`config.mk`:
```
export PLATFORM = sky130hd
export DESIGN_NAME = mem_arbiter_flat
export DESIGN_NICKNAME = d
export VERILOG_FILES = /design/src/rtl/mem_arbiter_pkg.sv /design/src/rtl/mem_arbiter_if.sv /design/src/rtl/mem_arbiter_timeout.sv /design/src/rtl/mem_arbiter.sv /design/src/flat_wrapper.sv
export SDC_FILE = /design/constraint.sdc
export NUM_CORES = 1
export LEC_CHECK = 0
export CAP_MARGIN = 5
export CORE_MARGIN = 2
export CORE_UTILIZATION = 41
export CTS_CLUSTER_SIZE = 8
export DETAILED_ROUTE_END_ITERATION = 7
export PLACE_DENSITY = 0.91
export SLEW_MARGIN = 20
export SYNTH_ARGS = -nofsm -noshare
export SYNTH_HDL_FRONTEND = slang
export SYNTH_HIERARCHICAL = 1
export SYNTH_SLANG_ARGS = --single-unit
```
`constraint.sdc`:
```
create_clock -name clk_i -period 2.1 [get_ports clk_i]
set_input_delay 0.42 -clock clk_i [delete_from_list [all_inputs] [get_ports clk_i]]
set_output_delay 0.42 -clock clk_i [all_outputs]
set_load 0.1 [all_outputs]
```
`src/rtl/mem_arbiter_pkg.sv`:
```
// Shared definitions for the IF/MEM unified-memory arbiter.
// Holds the FSM state encoding and the default bus widths and timeout.
package mem_arbiter_pkg;

    localparam int ADDR_W_DEF  = 32;
    localparam int DATA_W_DEF  = 32;
    localparam int TIMEOUT_DEF = 64;

    typedef enum logic [1:0] {
        S_IDLE = 2'd0,
        S_DATA = 2'd1,
        S_INST = 2'd2
    } arb_state_t;

endpackage

```
`src/rtl/mem_arbiter_if.sv`:
```
// Bundle of the fetch-port, data-port and memory-port signals of the arbiter.
// Modports: slave = arbiter side, master = pipeline/memory environment side.
interface mem_arbiter_if #(
    parameter int ADDR_W = mem_arbiter_pkg::ADDR_W_DEF,
    parameter int DATA_W = mem_arbiter_pkg::DATA_W_DEF
);

    logic              i_req_i;
    logic [ADDR_W-1:0] i_addr_i;
    logic              i_flush_i;
    logic [DATA_W-1:0] i_rdata_o;
    logic              i_ready_o;
    logic              i_stall_o;

    logic              d_req_i;
    logic              d_we_i;
    logic [ADDR_W-1:0] d_addr_i;
    logic [DATA_W-1:0] d_wdata_i;
    logic [DATA_W-1:0] d_rdata_o;
    logic              d_ready_o;
    logic              d_stall_o;

    logic              mem_req_o;
    logic              mem_we_o;
    logic [ADDR_W-1:0] mem_addr_o;
    logic [DATA_W-1:0] mem_wdata_o;
    logic              mem_ack_i;
    logic [DATA_W-1:0] mem_rdata_i;

    logic              err_o;

    modport slave (
        input  i_req_i, i_addr_i, i_flush_i,
        output i_rdata_o, i_ready_o, i_stall_o,
        input  d_req_i, d_we_i, d_addr_i, d_wdata_i,
        output d_rdata_o, d_ready_o, d_stall_o,
        output mem_req_o, mem_we_o, mem_addr_o, mem_wdata_o,
        input  mem_ack_i, mem_rdata_i,
        output err_o
    );

    modport master (
        output i_req_i, i_addr_i, i_flush_i,
        input  i_rdata_o, i_ready_o, i_stall_o,
        output d_req_i, d_we_i, d_addr_i, d_wdata_i,
        input  d_rdata_o, d_ready_o, d_stall_o,
        input  mem_req_o, mem_we_o, mem_addr_o, mem_wdata_o,
        output mem_ack_i, mem_rdata_i,
        input  err_o
    );

endinterface

```
`src/rtl/mem_arbiter_timeout.sv`:
```
// Outstanding-access watchdog: counts busy cycles, flags expiry.
// Ports: clk, rst (sync high), clr (grant), en (access busy), expire.
module arb_timeout_counter #(
    parameter int TIMEOUT = mem_arbiter_pkg::TIMEOUT_DEF
) (
    input  logic clk,
    input  logic rst,
    input  logic clr,
    input  logic en,
    output logic expire
);

    localparam int CW = $clog2(TIMEOUT);

    logic [CW-1:0] cnt;

    // Expiry is seen in the TIMEOUT-th busy cycle after the grant.
    assign expire = en & (cnt == CW'(TIMEOUT - 1));

    always_ff @(posedge clk) begin
        if (rst || clr) begin
            cnt <= '0;
        end else if (en && !expire) begin
            cnt <= cnt + CW'(1);
        end
    end

endmodule

```
`src/rtl/mem_arbiter.sv`:
```
// Arbitrates one single-ported memory between instruction fetch and
// load/store. Ports: clk_i, rst_i (sync high), bus (mem_arbiter_if.slave).
module mem_arbiter
    import mem_arbiter_pkg::*;
#(
    parameter int ADDR_W  = ADDR_W_DEF,
    parameter int DATA_W  = DATA_W_DEF,
    parameter int TIMEOUT = TIMEOUT_DEF
) (
    input  logic          clk_i,
    input  logic          rst_i,
    mem_arbiter_if.slave  bus
);

    arb_state_t        state;
    logic              discard;

    logic              mem_req;
    logic              mem_we;
    logic [ADDR_W-1:0] mem_addr;
    logic [DATA_W-1:0] mem_wdata;
    logic [DATA_W-1:0] i_rdata;
    logic [DATA_W-1:0] d_rdata;
    logic              i_ready;
    logic              d_ready;
    logic              err;

    logic              d_elig;
    logic              i_elig;
    logic              grant;
    logic              busy;
    logic              tmo_expire;

    // A request still held during its own ready cycle must not re-issue.
    assign d_elig = bus.d_req_i & ~d_ready;
    assign i_elig = bus.i_req_i & ~i_ready;
    assign grant  = (state == S_IDLE) & (d_elig | i_elig);
    assign busy   = (state != S_IDLE) & ~bus.mem_ack_i;

    arb_timeout_counter #(
        .TIMEOUT (TIMEOUT)
    ) u_tmo (
        .clk    (clk_i),
        .rst    (rst_i),
        .clr    (grant),
        .en     (busy),
        .expire (tmo_expire)
    );

    always_ff @(posedge clk_i) begin
        if (rst_i) begin
            state     <= S_IDLE;
            discard   <= 1'b0;
            mem_req   <= 1'b0;
            mem_we    <= 1'b0;
            mem_addr  <= '0;
            mem_wdata <= '0;
            i_rdata   <= '0;
            d_rdata   <= '0;
            i_ready   <= 1'b0;
            d_ready   <= 1'b0;
            err       <= 1'b0;
        end else begin
            i_ready <= 1'b0;
            d_ready <= 1'b0;
            unique case (state)
                S_IDLE: begin
                    if (d_elig) begin
                        state     <= S_DATA;
                        mem_req   <= 1'b1;
                        mem_we    <= bus.d_we_i;
                        mem_addr  <= bus.d_addr_i;
                        mem_wdata <= bus.d_wdata_i;
                    end else if (i_elig) begin
                        state     <= S_INST;
                        mem_req   <= 1'b1;
                        mem_we    <= 1'b0;
                        mem_addr  <= bus.i_addr_i;
                        mem_wdata <= '0;
                        discard   <= 1'b0;
                    end
                end
                S_DATA: begin
                    if (bus.mem_ack_i) begin
                        state   <= S_IDLE;
                        mem_req <= 1'b0;
                        d_rdata <= bus.mem_rdata_i;
                        d_ready <= 1'b1;
                    end else if (tmo_expire) begin
                        state   <= S_IDLE;
                        mem_req <= 1'b0;
                        err     <= 1'b1;
                    end
                end
                S_INST: begin
                    if (bus.mem_ack_i) begin
                        state   <= S_IDLE;
                        mem_req <= 1'b0;
                        // A flush in the ack cycle still kills this fetch.
                        if (!(discard || bus.i_flush_i)) begin
                            i_rdata <= bus.mem_rdata_i;
                            i_ready <= 1'b1;
                        end
                    end else begin
                        if (bus.i_flush_i) begin
                            discard <= 1'b1;
                        end
                        if (tmo_expire) begin
                            state   <= S_IDLE;
                            mem_req <= 1'b0;
                            err     <= 1'b1;
                        end
                    end
                end
                default: begin
                    state   <= S_IDLE;
                    mem_req <= 1'b0;
                end
            endcase
        end
    end

    assign bus.mem_req_o   = mem_req;
    assign bus.mem_we_o    = mem_we;
    assign bus.mem_addr_o  = mem_addr;
    assign bus.mem_wdata_o = mem_wdata;
    assign bus.i_rdata_o   = i_rdata;
    assign bus.d_rdata_o   = d_rdata;
    assign bus.i_ready_o   = i_ready;
    assign bus.d_ready_o   = d_ready;
    assign bus.err_o       = err;

    // Stalls track the level request until its ready pulse.
    assign bus.i_stall_o = bus.i_req_i & ~i_ready;
    assign bus.d_stall_o = bus.d_req_i & ~d_ready;

endmodule

```
`src/flat_wrapper.sv`:
```
// flat-port wrapper written by rule: the top's interface ports become plain ports
module mem_arbiter_flat import mem_arbiter_pkg::*;
#(
    parameter int ADDR_W  = ADDR_W_DEF,
    parameter int DATA_W  = DATA_W_DEF,
    parameter int TIMEOUT = TIMEOUT_DEF
)
  (clk_i, rst_i, bus_i_req_i, bus_i_addr_i, bus_i_flush_i, bus_i_rdata_o, bus_i_ready_o, bus_i_stall_o, bus_d_req_i, bus_d_we_i, bus_d_addr_i, bus_d_wdata_i, bus_d_rdata_o, bus_d_ready_o, bus_d_stall_o, bus_mem_req_o, bus_mem_we_o, bus_mem_addr_o, bus_mem_wdata_o, bus_mem_ack_i, bus_mem_rdata_i, bus_err_o);
  mem_arbiter_if #(.ADDR_W(ADDR_W), .DATA_W(DATA_W)) bus_i ();
  input  logic clk_i;
  input  logic rst_i;
  input wire logic [$bits(bus_i.i_req_i)-1:0] bus_i_req_i;
  input wire logic [$bits(bus_i.i_addr_i)-1:0] bus_i_addr_i;
  input wire logic [$bits(bus_i.i_flush_i)-1:0] bus_i_flush_i;
  output wire logic [$bits(bus_i.i_rdata_o)-1:0] bus_i_rdata_o;
  output wire logic [$bits(bus_i.i_ready_o)-1:0] bus_i_ready_o;
  output wire logic [$bits(bus_i.i_stall_o)-1:0] bus_i_stall_o;
  input wire logic [$bits(bus_i.d_req_i)-1:0] bus_d_req_i;
  input wire logic [$bits(bus_i.d_we_i)-1:0] bus_d_we_i;
  input wire logic [$bits(bus_i.d_addr_i)-1:0] bus_d_addr_i;
  input wire logic [$bits(bus_i.d_wdata_i)-1:0] bus_d_wdata_i;
  output wire logic [$bits(bus_i.d_rdata_o)-1:0] bus_d_rdata_o;
  output wire logic [$bits(bus_i.d_ready_o)-1:0] bus_d_ready_o;
  output wire logic [$bits(bus_i.d_stall_o)-1:0] bus_d_stall_o;
  output wire logic [$bits(bus_i.mem_req_o)-1:0] bus_mem_req_o;
  output wire logic [$bits(bus_i.mem_we_o)-1:0] bus_mem_we_o;
  output wire logic [$bits(bus_i.mem_addr_o)-1:0] bus_mem_addr_o;
  output wire logic [$bits(bus_i.mem_wdata_o)-1:0] bus_mem_wdata_o;
  input wire logic [$bits(bus_i.mem_ack_i)-1:0] bus_mem_ack_i;
  input wire logic [$bits(bus_i.mem_rdata_i)-1:0] bus_mem_rdata_i;
  output wire logic [$bits(bus_i.err_o)-1:0] bus_err_o;
  assign bus_i.i_req_i = bus_i_req_i;
  assign bus_i.i_addr_i = bus_i_addr_i;
  assign bus_i.i_flush_i = bus_i_flush_i;
  assign bus_i_rdata_o = bus_i.i_rdata_o;
  assign bus_i_ready_o = bus_i.i_ready_o;
  assign bus_i_stall_o = bus_i.i_stall_o;
  assign bus_i.d_req_i = bus_d_req_i;
  assign bus_i.d_we_i = bus_d_we_i;
  assign bus_i.d_addr_i = bus_d_addr_i;
  assign bus_i.d_wdata_i = bus_d_wdata_i;
  assign bus_d_rdata_o = bus_i.d_rdata_o;
  assign bus_d_ready_o = bus_i.d_ready_o;
  assign bus_d_stall_o = bus_i.d_stall_o;
  assign bus_mem_req_o = bus_i.mem_req_o;
  assign bus_mem_we_o = bus_i.mem_we_o;
  assign bus_mem_addr_o = bus_i.mem_addr_o;
  assign bus_mem_wdata_o = bus_i.mem_wdata_o;
  assign bus_i.mem_ack_i = bus_mem_ack_i;
  assign bus_i.mem_rdata_i = bus_mem_rdata_i;
  assign bus_err_o = bus_i.err_o;
  mem_arbiter #(.ADDR_W(ADDR_W), .DATA_W(DATA_W), .TIMEOUT(TIMEOUT)) u_core (.clk_i(clk_i), .rst_i(rst_i), .bus(bus_i));
endmodule
```
==> results.md <==
- Clock skew: 0.00726 ns
- Final Slew Violations: 0
- Share of the synthesized area in the top cell type: between 50% and 60%
- VDD IR-drop max: 553 uV
- Vias in the first global route: 5144
- CTS tree: built
- Initial antenna violation count: 0
- Routed WL per cell: 15.2 um
- Layout Cells excl Fill: 1093
- Met2 Resource Use GR: a little under two fifths
- Fin area: 8830 um^2
- Worst path max stage delay: 0.45 ns
- Status: finished, final reports clean
- Antenna viol nets, final: 0
- Die Height: 120 um
- Leak: 3.56 nW
- Synthesized flop and latch total: between 100 and 150
- Pwr Density: around 1000 nW/um^2
- I/O pins: 270
- Vias: 5559
- Max-cap viol count: 0
- Hold WS: a little under 0.3 ns
- Grt ovf: 0
- Clock slew seen by the registers of the worst setup and hold paths: 0.06 ns
- Cell Area, Synth: 5560 um^2
- Worst skew pair latency: 0.41 ns
- Number of core rows: 42
- Core ar.: 13200 um^2
- H-tree Lvls: 4
- Minimum clock period: 1.94 ns
- Slew @ Worst Pin: between 0.6 and 0.7 ns
- Syn_nets: 787
- Cells after Synth: approximately 650
- Hold Fails Final Rpt: 0
- Min setup slack post-route: 0.164 ns
- Worst path arrival time: 1.52 ns
- Core Util, Final: about 67%
- GR peak layer: met2
- WL final: 16600 um
- Distinct cells, synth: 39
- Slowest CP cell: clkdlybuf4s50_1
- Clock Path Buffers: 2
- Dominant cells by area after synthesis: dfxtp_1 51%, nand2_1 13%, a311oi_2 7.8%, a21oi_1 6.1%, nor2_1 5.1%
- Kind of critical path: primary input to output pin
- Die area: 14500 um^2
- CTS Sinks: 142
- Via/cell ratio: 5.09
- Avg Inst Size Synth: approximately 8.6 um^2
- Crit end category: output pin
- Sequential share of the synthesized area: 51.1%
- CTS buffer count: 17
- Post-CTS sizing: 0
- Post-cts hold buffer count: 0
- GRT Util Overall: 22.3%
- Total Nets Final: 1046
- Global-route wire length before repair: ~26000 um
- CTS Root Buffer Type: clkbuf_16
- Placer Congestion: about 0.8
- Met1 Usage GRT: 26.6%
- Postcts setup bufs: 0
- Largest net degree at the start of global routing: 70
- Die Width: approximately 120 um
- Max Fclk: 517 MHz
- Share of cells above drive strength 1: 26.7%
- Synth Warn #: 6
- Max Fanout on Critical Path: 21
- # DRC: 0
- Met3 Use GR: 6.79%
- Tcrit/Tclk final: between 90% and 100%
- Hold Path Class: primary input to register
- Final HPWL DP: 11600 um
- Port bufs: 269
- Setup Slack @ Placement: 0.00783 ns
- Area after DPL: a little over 8000 um^2
- Synth area leader: dfxtp_1
- Nature of the critical path startpoint: primary input
- RSZ-0062 raised after global routing: no
- Effective utilization at floorplan: 42.0%
- Final setup fails: 0
- Pre-antenna DRT Iters: 5
- DP Cell Count: 1063
- CP most frequent cell: buf_12
- Max-Slew Margin vs Limit: 59.0%
- Area growth syn-to-layout: 58.7%
- Sequence of cells on the critical path: clkdlybuf4s50_1, nand2b_1, inv_4, buf_12, buf_12
- Critical Path RT: around 1.7 ns
- Iter 0 DRT Violations: 316
- Diode count: 0
[cells in the final DEF, fill, tap and decap left out, types with 3 or more instances in the layout]
cell type	n
nand2_1	199
buf_4	146
dfxtp_1	141
clkdlybuf4s50_1	133
a21oi_1	68
nor2_1	53
a22oi_1	33
a311oi_2	29
nor2_2	22
clkbuf_16	18
buf_12	11
clkbuf_1	5
inv_1	5
a31oi_1	5
ha_1	5
bufinv_16	3
a311oi_1	3
[power by group]
| part | switching [mW] | total (mW) | internal, mW |
|---|---|---|---|
| logic | 2.07 | 2.88 | 0.811 |
| registers | 0.123 | 3.02 | 2.90 |
| clock network | 1.09 | 3.04 | 1.95 |
| total | 3.28 | 8.94 | 5.66 |
[kinds of logic (layout without fill, tap and decap cells)]
kind of cell / Yosys count / count (layout) / synth area share [%]
fa+ha+maj: 5 / 5 / 1.12
buf+inv: 59 / 329 / 5.49
simple gates: 291 / 291 / 21.0
flops: 142 / 142 / 51.1
compound gates: 148 / 148 / 21.0
mux: 2 / 2 / 0.360
[final timing paths]
kind	startpoint	to	slack (ns)	cells past startpoint
worst min register to register	u_core/bus.i_rdata_o[6]	u_core/bus.i_rdata_o[6]	0.45	2
worst max register to register	u_core/u_tmo/cnt[0]	u_core/state[0]	0.33	8
worst min-delay path	rst_i	u_core/state[1]	0.29	2
worst max-delay path	bus_d_req_i	bus_d_stall_o	0.16	5
[flip-flops by register name, summed over array words and instances (netlist names), 2 cells and up]
name / cells
u_core/bus.d_rdata_o: 32
u_core/bus.i_rdata_o: 32
u_core/bus.mem_addr_o: 32
u_core/bus.mem_wdata_o: 32
u_core/state: 2
u_core/u_tmo/cnt: 6
[stage by stage]
stage,TNS [ns],total power [mW]
final,0,8.94
after global placement,0,5.92
after floorplan,-3.45,5.17
after global routing,0,9.26
after detailed placement,0,5.95
after CTS,0,8.99
[per-layer routing]
metal	part of all wire [%]	vias up	wire, um
met5	0	-	0
met4	2.6	0	425
met3	7.7	34	1280
met2	49	215	8180
met1	40	2606	6690
li1	-	2704	-
[final cells by class]
cell class | instances | area (um^2)
Tap cell | 176 | 220
Clock inverter | 6 | 108
Fill cell | 1072 | 4410
Inverter | 9 | 40.0
Multi-Input combinational cell | 446 | 2490
Sequential cell | 142 | 2850
Timing Repair Buffer | 290 | 2650
Clock buffer | 24 | 483
[synthesized netlist by cell type (all sizes together)]
cell and count:
o31ai 1, nand4 2, and2 1, a211oi 2, buf 26, nor2 75
nand2 199, nand3 2, clkbuf 24, ha 5, a21o 1, a41oi 1
and4 1, dfxtp 142, or2 1, a31oi 5, mux2i 2, and4bb 1
o21ai 2, nor4 1, a22oi 33, or3b 1, nor3b 1, a221oi 1
or3 1, o21a 2, a21oi 68, or4b 1, nand2b 3, a311oi 32
nor4b 1, inv 9
[critical path: cells and delay by family]
family / cells / cell delay [ns]
buf+inv: 4 / 0.94
simple gates: 1 / 0.14
Note: power is estimated with default switching activity, not from simulation.
